File: config.mk
export PLATFORM = sky130hd
export DESIGN_NAME = mem_stage
export DESIGN_NICKNAME = d
export VERILOG_FILES = /design/src/rtl/riscv_pkg.sv /design/src/rtl/lsu_align.sv /design/src/rtl/mem_stage.sv
export SDC_FILE = /design/constraint.sdc
export NUM_CORES = 1
export LEC_CHECK = 0
export BUFFER_PORTS_ARGS = -buffer_cell sky130_fd_sc_hd__buf_2
export CAP_MARGIN = 0
export CORE_UTILIZATION = 40
export CTS_CLUSTER_SIZE = 24
export DETAILED_ROUTE_END_ITERATION = 8
export PLACE_DENSITY = 0.7
export SYNTH_ARGS = -nofsm -noshare
export SYNTH_HDL_FRONTEND = slang
export SYNTH_SLANG_ARGS = --single-unit
File: constraint.sdc
create_clock -name clk -period 2.1 [get_ports clk]
set_input_delay 0.105 -clock clk [delete_from_list [all_inputs] [get_ports clk]]
set_output_delay 0.105 -clock clk [all_outputs]
set_load 0.01 [all_outputs]
File: src/rtl/riscv_pkg.sv
// Shared RV32I definitions for the memory stage: funct3 encodings, stage FSM states,
// data bus width and the alignment helpers used by the load/store path.
package riscv_pkg;

  localparam int XLEN = 32;

  localparam logic [2:0] F3_LB  = 3'b000;
  localparam logic [2:0] F3_LH  = 3'b001;
  localparam logic [2:0] F3_LW  = 3'b010;
  localparam logic [2:0] F3_LBU = 3'b100;
  localparam logic [2:0] F3_LHU = 3'b101;
  localparam logic [2:0] F3_SB  = 3'b000;
  localparam logic [2:0] F3_SH  = 3'b001;
  localparam logic [2:0] F3_SW  = 3'b010;

  typedef enum logic [1:0] {
    ST_IDLE = 2'd0,
    ST_BUSY = 2'd1,
    ST_DONE = 2'd2
  } mem_state_e;

  // funct3[1:0] carries the access size for both loads and stores
  function automatic logic is_misaligned(input logic [2:0] funct3, input logic [1:0] addr_lo);
    case (funct3[1:0])
      2'b01:   return addr_lo[0];
      2'b10:   return addr_lo != 2'b00;
      default: return 1'b0;
    endcase
  endfunction

  function automatic logic [1:0] align_offset(input logic [2:0] funct3, input logic [1:0] addr_lo);
    case (funct3[1:0])
      2'b01:   return {addr_lo[1], 1'b0};
      2'b10:   return 2'b00;
      default: return addr_lo;
    endcase
  endfunction

endpackage

File: src/rtl/lsu_align.sv
// Byte-lane steering for the memory stage: store byte enables / replicated write data,
// and load lane extraction with sign or zero extension.
module lsu_align
  import riscv_pkg::*;
(
  input  logic [2:0]      funct3,
  input  logic [1:0]      offset,
  input  logic [XLEN-1:0] store_data,
  input  logic [XLEN-1:0] rdata,
  output logic [3:0]      be,
  output logic [XLEN-1:0] wdata,
  output logic [XLEN-1:0] load_data
);

  logic [XLEN-1:0] shifted;
  logic [7:0]      lane_byte;
  logic [15:0]     lane_half;

  assign shifted   = rdata >> {offset, 3'b000};
  assign lane_byte = shifted[7:0];
  assign lane_half = offset[1] ? rdata[31:16] : rdata[15:0];

  always_comb begin
    be    = 4'b1111;
    wdata = store_data;
    case (funct3[1:0])
      2'b00: begin
        be    = 4'b0001 << offset;
        wdata = {4{store_data[7:0]}};
      end
      2'b01: begin
        be    = 4'b0011 << {offset[1], 1'b0};
        wdata = {2{store_data[15:0]}};
      end
      default: begin
        be    = 4'b1111;
        wdata = store_data;
      end
    endcase
  end

  always_comb begin
    load_data = rdata;
    case (funct3)
      F3_LB:   load_data = {{24{lane_byte[7]}}, lane_byte};
      F3_LH:   load_data = {{16{lane_half[15]}}, lane_half};
      F3_LBU:  load_data = {24'd0, lane_byte};
      F3_LHU:  load_data = {16'd0, lane_half};
      default: load_data = rdata;
    endcase
  end

endmodule

File: src/rtl/mem_stage.sv
// RV32I memory-access stage: ALU pass-through plus req/ack load/store sequencing.
// Build option MISALIGN_TRAP_EN: misaligned accesses trap instead of being force-aligned.
module mem_stage
  import riscv_pkg::*;
#(
  parameter int TIMEOUT   = 255,
  parameter int TIMEOUT_W = 8
) (
  input  logic            clk,
  input  logic            rst_n,
  input  logic            ex_valid,
  input  logic [4:0]      ex_wd,
  input  logic            ex_wreg,
  input  logic [XLEN-1:0] ex_wdata,
  input  logic            ex_is_load,
  input  logic            ex_is_store,
  input  logic [2:0]      ex_funct3,
  input  logic [XLEN-1:0] ex_store_data,
  output logic            dbus_req,
  output logic            dbus_we,
  output logic [XLEN-1:0] dbus_addr,
  output logic [3:0]      dbus_be,
  output logic [XLEN-1:0] dbus_wdata,
  input  logic            dbus_ack,
  input  logic [XLEN-1:0] dbus_rdata,
  output logic            stall_req,
  output logic [4:0]      mem_wd,
  output logic            mem_wreg,
  output logic [XLEN-1:0] mem_wdata,
  output logic            bus_err,
  output logic            misalign_exc
);

  mem_state_e           state;
  logic [TIMEOUT_W-1:0] cnt;
  logic                 err_flag;
  logic [XLEN-1:0]      load_buf;
  logic [2:0]           funct3_q;
  logic [1:0]           offset_q;

  logic            start;
  logic            go;
  logic [1:0]      offset_now;
  logic [2:0]      funct3_sel;
  logic [1:0]      offset_sel;
  logic [3:0]      al_be;
  logic [XLEN-1:0] al_wdata;
  logic [XLEN-1:0] al_load;

  assign start      = (state == ST_IDLE) && ex_valid && (ex_is_load || ex_is_store);
  assign offset_now = align_offset(ex_funct3, ex_wdata[1:0]);

`ifdef MISALIGN_TRAP_EN
  logic mis;
  assign mis = is_misaligned(ex_funct3, ex_wdata[1:0]);
  assign go  = start && !mis;
`else
  assign go           = start;
  assign misalign_exc = 1'b0;
`endif

  // One aligner serves both directions: live ex inputs while launching, latched ones while waiting
  assign funct3_sel = (state == ST_IDLE) ? ex_funct3  : funct3_q;
  assign offset_sel = (state == ST_IDLE) ? offset_now : offset_q;

  lsu_align u_align (
    .funct3     (funct3_sel),
    .offset     (offset_sel),
    .store_data (ex_store_data),
    .rdata      (dbus_rdata),
    .be         (al_be),
    .wdata      (al_wdata),
    .load_data  (al_load)
  );

  always_ff @(posedge clk or negedge rst_n) begin
    if (!rst_n) begin
      state      <= ST_IDLE;
      cnt        <= '0;
      err_flag   <= 1'b0;
      load_buf   <= '0;
      funct3_q   <= '0;
      offset_q   <= '0;
      dbus_req   <= 1'b0;
      dbus_we    <= 1'b0;
      dbus_addr  <= '0;
      dbus_be    <= '0;
      dbus_wdata <= '0;
      bus_err    <= 1'b0;
    end else begin
      bus_err <= 1'b0;
      case (state)
        ST_IDLE: begin
          if (go) begin
            dbus_req   <= 1'b1;
            dbus_we    <= ex_is_store;
            dbus_addr  <= {ex_wdata[XLEN-1:2], 2'b00};
            dbus_be    <= al_be;
            dbus_wdata <= al_wdata;
            funct3_q   <= ex_funct3;
            offset_q   <= offset_now;
            cnt        <= TIMEOUT_W'(1);
            err_flag   <= 1'b0;
            state      <= ST_BUSY;
          end
        end
        ST_BUSY: begin
          if (dbus_ack) begin
            load_buf <= al_load;
            dbus_req <= 1'b0;
            dbus_we  <= 1'b0;
            state    <= ST_DONE;
          end else if (cnt == TIMEOUT_W'(TIMEOUT)) begin
            dbus_req <= 1'b0;
            dbus_we  <= 1'b0;
            bus_err  <= 1'b1;
            err_flag <= 1'b1;
            state    <= ST_DONE;
          end else begin
            cnt <= cnt + 1'b1;
          end
        end
        ST_DONE: state <= ST_IDLE;
        default: state <= ST_IDLE;
      endcase
    end
  end

`ifdef MISALIGN_TRAP_EN
  always_ff @(posedge clk or negedge rst_n) begin
    if (!rst_n) misalign_exc <= 1'b0;
    else        misalign_exc <= start && mis;
  end
`endif

  // Any memory op in ex_mem produces a bubble until its DONE cycle
  always_comb begin
    stall_req = go || (state == ST_BUSY);
    mem_wd    = ex_wd;
    mem_wdata = ex_wdata;
    mem_wreg  = 1'b0;
    case (state)
      ST_IDLE: mem_wreg = ex_valid && ex_wreg && !start;
      ST_DONE: begin
        mem_wdata = load_buf;
        mem_wreg  = ex_wreg && ex_is_load && !err_flag;
      end
      default: mem_wreg = 1'b0;
    endcase
  end

endmodule

==> impl_metrics.py, run 1 <==
metrics = {
    "timing": {
        "skew_ns": 0.01130,
        "worst_slew_pin_slew_ns": 0.6613,
        "hold_violations": 0,
        "fin_crit_ns": 2.050,
        "finalMaxSlewViolations": 0,
        "setup_viol": 0,
        "max_freq_ghz": 0.4878,
        "fin_tns_setup_ns": 0,
        "worst_slack_ns": 0.05015,
        "relSlewSlack_pct": 55.91,
        "fin_crit_sh_pct": 97.61,
    },
    "synthesis": {
        "synth_seq_area_share_pct": 49.43,
        "ys_types": 54,
        "yosysTopAreaCell": "dfrtp_1",
        "synth_edf_count": 0,
        "netlist_area_mm2": 0.005923,
        "synth_cells": 670,
        "syn_avg_cell_area_um2": 8.841,
        "synth_area_leaders": "dfrtp_1 (49%), nand2_1 (14%), mux2_2 (6.3%)",
        "yosysWarnings": 0,
        "ys.flop_type": "dfrtp_1",
        "synth-seq-cells": 117,
        "synth_top_cell_area_share_pct": 49.43,
        "async_reset_ff_share_pct": 100.0,
    },
    "setup_path": {
        "required_ns": 2.39,
        "crit_start": "state[1]",
        "worstReg2RegEnd": "dbus_wdata[29]",
        "crit_top_cell": "buf_4",
        "crit_path_end": "dbus_wdata[29]",
        "path_max_fanout": 11,
        "cpMaxStageDelayCell": "or3b_2",
        "reg2reg_setup_slack_ns": 0.05,
        "worstSetupPathType": "flip-flop to flip-flop",
        "cpLargestDelayFamily": "simple AND/OR/NAND/NOR gates",
        "start_kind": "flip-flop",
        "critPathMaxStageDelay_ns": 0.50,
        "path_buf_inv": 2,
        "r2r_cells": 7,
        "crit_path_cell_trace": "buf_4 > or3b_2 > nand2_2 > buf_4 > nand2_1 > and3_1 > o31ai_1",
        "timing.rr.start": "state[1]",
        "worstSetupPathDepth": 7,
        "endpoint_kind": "flip-flop",
        "cp.arrival_ns": 2.34,
    },
    "power": {
        "leakagePower_uw": 0.004370,
        "ir_drop_uv": 696.6,
        "power_density_mw_per_mm2": 1158,
    },
    "finish": {
        "drive_gt1_share_pct": 34.29,
        "syn_to_final_growth_pct": 47.59,
        "antenna_cells": 0,
        "final_common_cell": "nand2_1",
        "final_util_pct": 60.38,
        "layout.cells.most_common_list": "nand2_1 (218), buf_2 (207), dfrtp_1 (117), dlygate4sd3_1 (74), nor2_1 (46)",
        "final.fill_count": 1221,
        "fin_nets": 1077,
        "seqCellArea_mm2": 0.002928,
        "multi_input_area_mm2": 0.002804,
    },
    "die": {
        "die_w_um": 123.7,
        "io_pins": 222,
        "start_util_pct": 40.91,
        "fp.coreArea_mm2": 0.01448,
        "rows": 44,
        "die_h_um": 123.7,
        "dieArea_mm2": 0.01530,
    },
    "detailed_routing": {
        "dr.pass1.iters": 4,
        "drt_wl_total_mm": 19.18,
        "final_antenna_net_count": 0,
        "drcViolationCount": 0,
        "vias_per_cell": 5.062,
        "wire_per_inst_um": 16.52,
        "num_vias": 5877,
        "drt_iter0_markers": 295,
    },
    "cts": {
        "clockBufferDepth": 2,
        "cts_tree": "built",
        "cts_buffers": 17,
        "cts.sinks": 117,
        "cts_setup_buffers": 0,
        "clk_pin_slew_ns": 0.06,
        "htreeDepth": 4,
        "clk_latency_ns": 0.41,
        "cts_root_buf": "clkbuf_16",
    },
    "status": {
        "outcome": "finished, final reports clean",
    },
    "placement": {
        "pre_cts_ws_ns": -0.005420,
        "portBuffers": 208,
        "dp.final_hpwl_mm": 12.96,
        "place_congestion": 0.8356,
    },
    "global_routing": {
        "grt_pass1_vias": 5791,
        "grt_pass1_wl_mm": 28.76,
        "gr-total-overflow": 0,
        "grt_max_degree": 69,
        "grt.total_usage_pct": 24.97,
        "grt_antenna_before_repair": 0,
    },
    "job": {
        "max-cap-violations": 0,
    },
    "min_path": {
        "hp-class": "input pin to flip-flop",
    },
}
==> worst min path at each step <==
stage	slack, ns	end	startpoint	cells after the start
2_1_floorplan	-0.19	bus_err	rst_n	0
5_1_grt	0.02	dbus_wdata[29]	ex_store_data[29]	3
6_report	0.02	dbus_wdata[31]	ex_store_data[31]	3
3_5_place_dp	0.19	dbus_addr[2]	rst_n	1
4_1_cts	0.003	dbus_wdata[9]	ex_store_data[9]	3
3_3_place_gp	0.18	dbus_addr[2]	rst_n	1
==> synthesized netlist by cell type, types with 3 or more instances <==
cell	count
buf_1	3
or2_2	6
clkbuf_1	31
o22a_1	4
xnor2_1	3
a211o_1	3
buf_4	10
dfrtp_1	117
xor2_1	3
nand2_1	219
nor3_1	3
a21oi_1	37
and3_1	13
mux2i_1	16
o21a_1	3
mux2_2	33
nor2_1	46
or3_1	9
o31ai_1	9
o21ai_1	3
o21ai_0	39
buf_2	7
inv_1	4
a31oi_1	12
==> flip-flops by register name, indices dropped and copies added (netlist names) <==
name,cells
bus_err,1
dbus_addr,30
cnt,8
dbus_be,4
load_buf,32
funct3_q,3
state,2
dbus_wdata,32
dbus_we,1
offset_q,2
dbus_req,1
err_flag,1
==> per-layer routing <==
| layer | up-vias | part of all wire [%] | global-route usage (%) |
|---|---|---|---|
| li1 | 2828 | - | - |
| met1 | 2812 | 42 | 29.50 |
| met2 | 201 | 50 | 42.88 |
| met3 | 36 | 6.1 | 5.998 |
| met4 | 0 | 2.5 | 11.14 |
| met5 | - | 0 | 0 |
==> final cells by class <==
type	instances	area share, %
sequential	117	33.49
multi-input combinational	499	32.07
timing repair buffer	325	25.15
clock buffer	25	5.668
tap	184	2.633
clock inverter	7	0.8158
inverter	4	0.1717
==> logic make-up (layout without fill, tap and decap cells) <==
| kind of cell | after synthesis | count (layout) | share of synthesized area, % |
|---|---|---|---|
| other | 1 | 3 | 0.06331 |
| AOI/OAI and AO/OA | 121 | 121 | 12.70 |
| xor gates and xnor gates | 6 | 6 | 0.8874 |
| adders and majority gates | 2 | 2 | 0.4224 |
| muxes | 53 | 53 | 9.991 |
| and+or+nand+nor | 314 | 314 | 22.16 |
| buffers and inverters | 56 | 361 | 4.351 |
| DFF | 117 | 117 | 49.43 |
==> worst register-to-register path, cell delays in order (launching register included) <==
cell,delay [ns]
dfrtp_1,0.41
buf_4,0.15
or3b_2,0.50
nand2_2,0.14
buf_4,0.22
nand2_1,0.08
and3_1,0.18
o31ai_1,0.25
==> stage by stage <==
step | area [um2] | cells | power (uW) | hold WS [ns]
2_1_floorplan | 5931 | 672 | 5592 | -0.1906
3_3_place_gp | 7407 | 1055 | 7104 | 0.1755
3_5_place_dp | 7407 | 1055 | 7192 | 0.1873
4_1_cts | 8718 | 1161 | 10110 | 0.002801
5_1_grt | 8742 | 1161 | 10770 | 0.01938
6_report | 8742 | 1161 | 10120 | 0.01567
==> power by group <==
group / switching (uW) / total [uW] / internal (uW)
clock: 1020 / 2770 / 1750
combinational: 1990 / 3640 / 1650
sequential: 583 / 3710 / 3130
total: 3590 / 10100 / 6530
==> what timing repair did <==
action / 4_1_cts / 5_1_grt
resized for setup: 1 / 8
endpoints found under the setup margin: 16 / 35
hold buffers: 74 / 0
endpoints found under the hold margin: 114 / 0
cloned: 0 / 0
No activity file was read; power rests on OpenSTA's default activity.
==> run 2, diff against run 1 <==
Settings changed: CORE_ASPECT_RATIO set to 0.75, GPL_TIMING_DRIVEN set to 0, RECOVER_POWER set to 100.
==> run 2 against run 1 <==
Compared with the run above:
- non-clock buffer count up 20
- via count rose by 3.6%
- register-to-register slack gained 0.04 ns
- sequential power hardly changed
- wire length up 8.8%
- die area barely moved
- cell count rose by 3.2%
- flip-flop and latch count stayed put
- critical endpoint is now load_buf[15]
- combinational power shrank 2%
- worst setup slack better by 0.041 ns
- largest power group unchanged
- clock skew decreased by 0.00064 ns
==> impl_metrics.py, run 2 (same netlist as run 1, synthesis figures left out) <==
metrics = {
    "status": {
        "outcome": "finished, final reports clean",
    },
    "timing": {
        "hold_violations": 0,
        "skew_ns": 0.01066,
        "hold_ws_ns": 0.008913,
        "fin_crit_ns": 2.009,
        "max_freq_ghz": 0.4977,
        "worst_slew_pin_slew_ns": 1.264,
        "setup_viol": 0,
        "fin_crit_sh_pct": 95.67,
        "finalMaxSlewViolations": 0,
        "rsz0062_at_grt": "true",
        "relSlewSlack_pct": 15.75,
    },
    "placement": {
        "portBuffers": 212,
        "place_congestion": 0.8768,
        "dp.final_hpwl_mm": 14.33,
    },
    "power": {
        "total_power_uw": 10110,
        "power_density_mw_per_mm2": 1160,
        "ir_drop_uv": 716.3,
        "leakagePower_uw": 0.004171,
    },
    "finish": {
        "final_common_cell": "nand2_1",
        "syn_to_final_growth_pct": 47.23,
        "fin_nets": 1097,
        "drive_gt1_share_pct": 27.78,
        "layout.cells.most_common_list": "nand2_1 (218), buf_2 (139), dfrtp_1 (117), clkbuf_1 (86), dlygate4sd3_1 (73)",
        "seqCellArea_mm2": 0.002928,
        "reg_top3": "dbus_wdata x32, load_buf x32, dbus_addr x30",
        "multi_input_area_mm2": 0.002834,
        "final.fill_count": 1292,
    },
    "detailed_routing": {
        "final_antenna_net_count": 0,
        "drt_iter0_markers": 291,
        "drt_wl_total_mm": 20.88,
        "vias_per_cell": 5.084,
        "num_vias": 6091,
        "wire_per_inst_um": 17.43,
        "drcViolationCount": 0,
        "dr.pass1.iters": 5,
    },
    "die": {
        "die_h_um": 107.4,
        "rows": 38,
        "die_w_um": 142.5,
        "start_util_pct": 40.98,
        "fp.coreArea_mm2": 0.01445,
        "io_pins": 222,
        "dieArea_mm2": 0.01530,
    },
    "cts": {
        "cts_root_buf": "clkbuf_16",
        "cts_tree": "built",
        "clk_pin_slew_ns": 0.06,
        "clk_latency_ns": 0.41,
        "clockBufferDepth": 2,
        "htreeDepth": 4,
        "cts.sinks": 117,
        "cts_buffers": 17,
    },
    "global_routing": {
        "gr-total-overflow": 0,
        "grt_pass1_wl_mm": 31.57,
        "grt.total_usage_pct": 27.53,
        "grt_antenna_before_repair": 1,
        "grt_max_degree": 69,
        "grt_pass1_vias": 5891,
    },
    "setup_path": {
        "cp.arrival_ns": 2.29,
        "path_max_fanout": 7,
        "reg2reg_setup_slack_ns": 0.09,
        "endpoint_kind": "flip-flop",
        "start_kind": "flip-flop",
        "path_buf_inv": 2,
        "cpLargestDelayFamily": "compound AO/OA/AOI/OAI gates",
        "cpMaxStageDelayCell": "dfrtp_1",
        "crit_path_cell_trace": "or2_1 > buf_6 > o21a_1 > mux2_4 > a2111oi_4 > buf_4 > a22oi_2",
        "required_ns": 2.38,
        "worstSetupPathType": "flip-flop to flip-flop",
        "critPathMaxStageDelay_ns": 0.40,
    },
    "min_path": {
        "hp-class": "input pin to flip-flop",
    },
    "job": {
        "max-cap-violations": 0,
    },
}
==> run 2: repair_timing <==
action	4_1_cts	5_1_grt
setup buffers	4	5
endpoints found under the hold margin	121	0
pin swaps	2	2
hold buffers	73	0
setup endpoints to repair	125	137
gates resized for setup	34	48
==> run 2: report_power, final <==
part / internal (uW) / switching [uW]
registers: 3130 / 584
logic: 1470 / 2110
clock network: 1770 / 1050
total: 6370 / 3740
==> run 2: worst register-to-register path, stage by stage (launching register included) <==
cell and delay (ns):
dfrtp_1 0.40, or2_1 0.25, buf_6 0.15, o21a_1 0.20, mux2_4 0.31, a2111oi_4 0.30, buf_4 0.21, a22oi_2 0.06
==> run 2: through the flow <==
step	worst slack (ns)	std cells	util, %	setup TNS, ns	cell area (um2)
CTS	0.008928	1193	60.10	0	8687
global route	-0.01556	1197	60.32	-0.06230	8718
global placement	-0.5646	1084	50.10	-80.97	7242
finish	0.09093	1198	60.34	0	8721
detailed placement	-0.4454	1085	50.34	-19.39	7276
floorplan	0.05155	672	-	0	5931
==> run 2: layout make-up <==
type                            count  area share [%]
Multi-Input combinational cell    499           32.50
Buffer                             50           3.874
Inverter                            4          0.1722
Clock buffer                       19           5.079
Sequential cell                   117           33.57
Tap cell                          200           2.869
Timing Repair Buffer              295           20.37
Antenna cell                        1         0.02869
Clock inverter                     13           1.535
==> run 2: worst paths after layout <==
check                                   from        endpoint  cells after the start
max                                 state[1]    load_buf[15]                      7
min reg2reg                    dbus_wdata[7]   dbus_wdata[7]                      2
min                        ex_store_data[12]  dbus_wdata[12]                      3
max in group asynchronous              rst_n          cnt[0]                      3
max reg2reg                         state[1]    load_buf[15]                      7
min in group asynchronous              rst_n   dbus_addr[10]                      2
==> run 2: per-layer routing <==
| metal | up-vias | track usage, % | share of wire (%) |
|---|---|---|---|
| met2 | 269 | 43.77 | 46 |
| met3 | 23 | 6.717 | 6.8 |
| met1 | 2914 | 37.06 | 46 |
| met5 | - | 0 | 0 |
| met4 | 0 | 8.372 | 1.4 |
| li1 | 2885 | - | - |
